## src/rtl/multi_pulse_generator.sv

```systemverilog
// Independent per-channel periodic/one-shot pulse generators with period/width shadowed to period boundaries.
// Latency: first out/wrap cycle one clk after enable or start; no flow control, ena freezes all state.
module multi_pulse_generator #(
  parameter int N        = 8,
  parameter int CHANNELS = 4
) (
  input  logic                  clk,
  input  logic                  rst,
  input  logic                  ena,
  input  logic [CHANNELS-1:0]   ch_ena,
  input  logic [CHANNELS-1:0]   mode,
  input  logic [CHANNELS-1:0]   start,
  input  logic [CHANNELS*N-1:0] ticks,
  input  logic [CHANNELS*N-1:0] width,
  output logic [CHANNELS-1:0]   out,
  output logic [CHANNELS-1:0]   wrap,
  output logic [CHANNELS-1:0]   busy
);

  typedef enum logic {IDLE, RUN} state_t;

  for (genvar c = 0; c < CHANNELS; c++) begin : g_ch
    state_t         state;
    logic [N-1:0]   counter;
    logic [N-1:0]   tk_s;
    logic [N-1:0]   wd_s;
    logic           mode_s;

    always_ff @(posedge clk) begin
      if (rst) begin
        state   <= IDLE;
        counter <= '0;
        tk_s    <= '0;
        wd_s    <= '0;
        mode_s  <= 1'b0;
      end else if (ena) begin
        if (!ch_ena[c]) begin
          state   <= IDLE;
          counter <= '0;
        end else if (state == IDLE) begin
          if (!mode[c] || start[c]) begin
            state   <= RUN;
            counter <= '0;
            tk_s    <= ticks[c*N +: N];
            wd_s    <= width[c*N +: N];
            mode_s  <= mode[c];
          end
        end else if (counter != tk_s) begin
          counter <= counter + N'(1);
        end else if (!mode_s) begin
          // Period boundary: the only point where new settings are adopted.
          counter <= '0;
          tk_s    <= ticks[c*N +: N];
          wd_s    <= width[c*N +: N];
          mode_s  <= mode[c];
        end else begin
          state   <= IDLE;
          counter <= '0;
        end
      end
    end

    assign busy[c] = (state == RUN);
    assign out[c]  = (state == RUN) && (counter < wd_s);
    assign wrap[c] = (state == RUN) && (counter == tk_s);
  end

endmodule

```

## config.mk

```make
export PLATFORM = sky130hd
export DESIGN_NAME = multi_pulse_generator
export DESIGN_NICKNAME = d
export VERILOG_FILES = /design/src/rtl/multi_pulse_generator.sv
export SDC_FILE = /design/constraint.sdc
export NUM_CORES = 1
export LEC_CHECK = 0
export CORE_MARGIN = 2
export CORE_UTILIZATION = 55
export CTS_CLUSTER_DIAMETER = 80
export DETAILED_ROUTE_END_ITERATION = 10
export PLACE_DENSITY = 0.81
export SKIP_CTS_REPAIR_TIMING = 1
export SYNTH_ARGS = -nofsm -noshare
export SYNTH_HDL_FRONTEND = slang
export SYNTH_SLANG_ARGS = --single-unit
```

## constraint.sdc

```tcl
create_clock -name clk -period 5.4 [get_ports clk]
set_input_delay 0.54 -clock clk [delete_from_list [all_inputs] [get_ports clk]]
set_output_delay 0.54 -clock clk [all_outputs]
set_load 0.05 [all_outputs]
```

# ---- Word-level counts from Yosys, hierarchy flattened
# Cells that the tools add are included.
dict set report word_totals {
  wordCells 164
  regBits 104
  output_inout_bits 12
  inputBits 79
}
dict set report op_classes {
  magnitude_cmp 4
  n_mux 84
  reduce_logical 32
  n_addsub 4
  eq_ne 20
}
# operator n
set ops {}
lappend ops {{2-to-1 mux 8 bit} 48}
lappend ops {{2-to-1 mux 1 bit} 36}
lappend ops {{adder 8 x 1 -> 8 bit, second input constant} 4}
lappend ops {{== test 8 bit} 4}
lappend ops {{< comparator 8 bit} 4}
lappend ops {{!= test 8 bit} 4}
lappend ops {{AND reduction 5 bit} 4}
lappend ops {{!= test 2 bit, second input constant} 8}
lappend ops {{AND reduction 4 bit} 4}
lappend ops {{!= test 3 x 1 -> 1 bit, second input constant} 4}
lappend ops {{logical AND 1 bit} 8}
lappend ops {{AND reduction 2 bit} 4}
lappend ops {{nonzero test 2 bit} 4}
lappend ops {{logical NOT 1 bit} 4}
lappend ops {{logical OR 1 bit} 4}

# ---- Longest topological paths before layout
dict set report depth {
  word_depth 5
  ltp_mapped 7
  depth_no_buf 6
}

# ---- Worst setup path after synthesis
# OpenSTA, ideal clock, no wires.
dict set report synth_path {
  path_type {flip-flop to output port}
  from {register g_ch[0].counter[5]}
  to {output out[0]}
  arrival_ps 1895
  slack_ps 2965
  path_stages_with_launch 6
  required_ps 4860
  n_path_buf 0
  cell_sequence {dfxtp_1 -> ha_1 -> a21o_1 -> a31oi_1 -> o21ai_0 -> a31oi_1}
}
dict set report synth_via {
  elab_chain_cells 2
}
# element line
set synth_rtl {}
lappend synth_rtl {{start, declared} 24} ;# logic [N-1:0] counter;
lappend synth_rtl {{start signal, assigned} 49} ;# counter <= counter + N'(1);
lappend synth_rtl {{< comparator 8 bit} 64} ;# assign out[c] = (state == RUN) && (counter < wd_s);
lappend synth_rtl {{logical AND 1 bit} 64}
lappend synth_rtl {{end, declared} 15} ;# output logic [CHANNELS-1:0] out,
# Every way passes these cells.

# ---- Final worst setup path
dict set report layout_path {
  from {register g_ch[3].counter[5]}
  to {output out[3]}
}
dict set report layout_via {
  elab_chain_cells 2
}
# element line
set layout_rtl {}
lappend layout_rtl {{start, declared} 24}
lappend layout_rtl {{start signal, assigned} 49}
lappend layout_rtl {{< comparator 8 bit} 64}
lappend layout_rtl {{logical AND 1 bit} 64}
# Every way passes these cells.

==> flow_metrics.env <==
export IMPL_n_antenna_cell=0
export IMPL_p_seq_share_pct=50.2
export IMPL_clkSlewWorstSetupHoldPaths_ns=0.09
export IMPL_internal_power_mw=1.19
export IMPL_final_period_utilization_pct=59.1
export IMPL_path_class="reg -> out"
export IMPL_fmax_ghz=0.313
export IMPL_insertion_delay_ns=0.37
export IMPL_synth_cells=705
export IMPL_yosysSeqAreaShare_pct=34.9
export IMPL_p_leak_nw=2.86
export IMPL_dieHeight_um=108
export IMPL_drtIter0Drc=370
export IMPL_synth_distinct_cells=54
export IMPL_grt_pass1_wl_um=22400
export IMPL_cts_path_max_buffers=2
export IMPL_wl_per_cell_um=14.2
export IMPL_start_kind="register"
export IMPL_ant_nets=0
export IMPL_period_minus_slack_ns=3.19
export IMPL_nets=886
export IMPL_cts_sinks=104
export IMPL_grt_usage_pct=23.5
export IMPL_core_um2=10700
export IMPL_synth_top_family_by_area="simple AND/OR/NAND/NOR gates"
export IMPL_die_x_um=108
export IMPL_netlist_area_um2=5970
export IMPL_max_cap_violations=0
export IMPL_crit_start="g_ch[3].counter[5]$_SDFFE_PP0P_"
export IMPL_grt_max_degree=136
export IMPL_clockPowerShare_pct=32.5
export IMPL_synth_seq_cells=104
export IMPL_drtPass1Iterations=5
export IMPL_die_area_um2=11700
export IMPL_num_rows=38
export IMPL_routed_wl_um=13100
export IMPL_cts_root_buf="clkbuf_8"
export IMPL_grt_pass1_vias=5013
export IMPL_area_growth_pct=18.6
export IMPL_synth_compound_area_share_pct=11.6
export IMPL_cp_required_ns=4.86
export IMPL_gr_total_overflow=0
export IMPL_cts_max_level=3
export IMPL_fin_cells=920
export IMPL_p_per_area_nw_per_um2=229
export IMPL_via_count=5153
export IMPL_placed_cells=904
export IMPL_ys_flop_type="dfxtp_1"
export IMPL_cts_tree="yes"
export IMPL_cp_max_fo=7
export IMPL_synth_area_top_cells="dfxtp_1 (35%), mux2i_1 (11%), nand2_1 (10%)"
export IMPL_yosysTopAreaCellShare_pct=34.9
export IMPL_swShare_pct=26.8
export IMPL_status="finished, final reports clean"
export IMPL_hpwl_um=9460
export IMPL_p_sw_mw=0.435
export IMPL_maxSlewViolCount=0
export IMPL_drt_vias_per_instance=5.60
export IMPL_place_gp_congestion=0.884
export IMPL_antenna_found_initial=0
export IMPL_io_pins=91
export IMPL_grt_setup_unrepaired="false"
export IMPL_finalSetupViolCount=0
export IMPL_synth_top_area_cell="dfxtp_1"
export IMPL_timing_rr_start="g_ch[3].counter[5]$_SDFFE_PP0P_"
export IMPL_synth_common_cells="nand2_1 (167), dfxtp_1 (104), mux2i_1 (68)"
export IMPL_relSlewSlack_pct=20.7
export IMPL_yosys_area_share_simple_pct=24.9
export IMPL_fillerInstances=867
export IMPL_synthMuxAreaShare_pct=11.4
export IMPL_synth_edff_count=0
export IMPL_arrival_ns=2.65
export IMPL_synth_most_common_cell="nand2_1"
export IMPL_finalClockSkew_ns=0.00990
export IMPL_syn_nets=816
export IMPL_synthAdderAreaFrac_pct=6.70
export IMPL_syn_area_per_cell_um2=8.47
export IMPL_finalSetupTns_ns=0
export IMPL_pwr_share_comb_pct=17.3
export IMPL_finalHoldViolations=0
export IMPL_synthXorXnorAreaFrac_pct=4.69
export IMPL_peakVddDrop_mv=0.133
export IMPL_drc=0
export IMPL_worst_pin_slew_ns=1.19
export IMPL_cts_buffers=9
export IMPL_drive_gt1_share_pct=4.74
export IMPL_synthArstFlopShare_pct=0
export IMPL_hp_class="reg -> reg"
export IMPL_synth_warnings=0
export IMPL_min_from="g_ch[3].wd_s[0]$_SDFFE_PP0P_"
export IMPL_crit_path_end_kind="output port"
export IMPL_initial_core_util_pct=55.8
export IMPL_io_buffers=90
[through the flow]
| stage | hold WS (ns) | setup WS (ns) | instance area, um2 | utilization, % | power (mW) |
|---|---|---|---|---|---|
| 2_1_floorplan | 0.435 | 2.97 | 5970 | - | 1.02 |
| 4_1_cts | 0.465 | 2.18 | 7080 | 66.2 | 1.64 |
| 5_1_grt | 0.479 | 2.05 | 7080 | 66.2 | 1.70 |
| 3_5_place_dp | 0.447 | 2.35 | 6870 | 64.2 | 1.11 |
| 3_3_place_gp | 0.445 | 2.51 | 6870 | 64.2 | 1.10 |
| 6_report | 0.463 | 2.21 | 7080 | 66.2 | 1.62 |
[worst paths after layout]
path                             endpoint  cells after the start  slack (ns)
min          g_ch[3].wd_s[0]$_SDFFE_PP0P_                      2        0.46
max reg2reg  g_ch[3].wd_s[3]$_SDFFE_PP0P_                      5        3.26
min reg2reg  g_ch[3].wd_s[0]$_SDFFE_PP0P_                      2        0.46
max                                out[3]                      6        2.21
[power groups by stage]
stage / sequential, mW / clock (mW) / combinational [mW]
3_5_place_dp: 0.833 / 0 / 0.281
5_1_grt: 0.819 / 0.572 / 0.307
2_1_floorplan: 0.825 / 0 / 0.193
3_3_place_gp: 0.832 / 0 / 0.272
6_report: 0.815 / 0.528 / 0.281
4_1_cts: 0.815 / 0.540 / 0.283
[logic make-up after synthesis]
logic type                 Yosys count
AOI/OAI and AO/OA                  106
xor gates and xnor gates            32
adders and majority gates           32
buffers and inverters               72
DFF                                104
muxes                               68
and+or+nand+nor                    291
[cell type report]
class,instances,area (um2),area share [%]
Multi-Input combinational cell,529,3540,50.0
Timing Repair Buffer,92,916,12.9
Clock inverter,2,35.0,0.495
Sequential cell,104,2080,29.4
Clock buffer,14,183,2.58
Inverter,39,149,2.10
Tap cell,140,175,2.47
[layout by cell type (no fill, tap or decap), drive strengths merged, types with 23 or more instances in the layout]
cell type / instances
nand2: 169
dfxtp: 104
clkdlybuf4s50: 90
mux2i: 68
inv: 39
a21oi: 34
xor2: 32
ha: 32
nand3: 26
o21ai: 26
nor2: 23
[state kept, by name, indices dropped and copies added (netlist names)]
signal	count
g_ch.counter	32
g_ch.tk_s	32
g_ch.wd_s	32
g_ch.mode_s	4
g_ch.state	4
[per-layer routing]
| layer | part of all wire, % | track usage [%] |
|---|---|---|
| met1 | 44 | 28.8 |
| met3 | 5.5 | 6.33 |
| met5 | 0 | 0 |
| met2 | 49 | 40.8 |
| met4 | 0.94 | 6.41 |
[critical path, cell delays in order, from the launching register on]
cell and delay [ns]:
dfxtp_1 0.49, ha_1 0.31, a21o_1 0.16, a31oi_1 0.12, o21ai_0 0.12, a31oi_1 0.23
clkdlybuf4s50_1 0.84
Power figures use the tool's default switching activity.
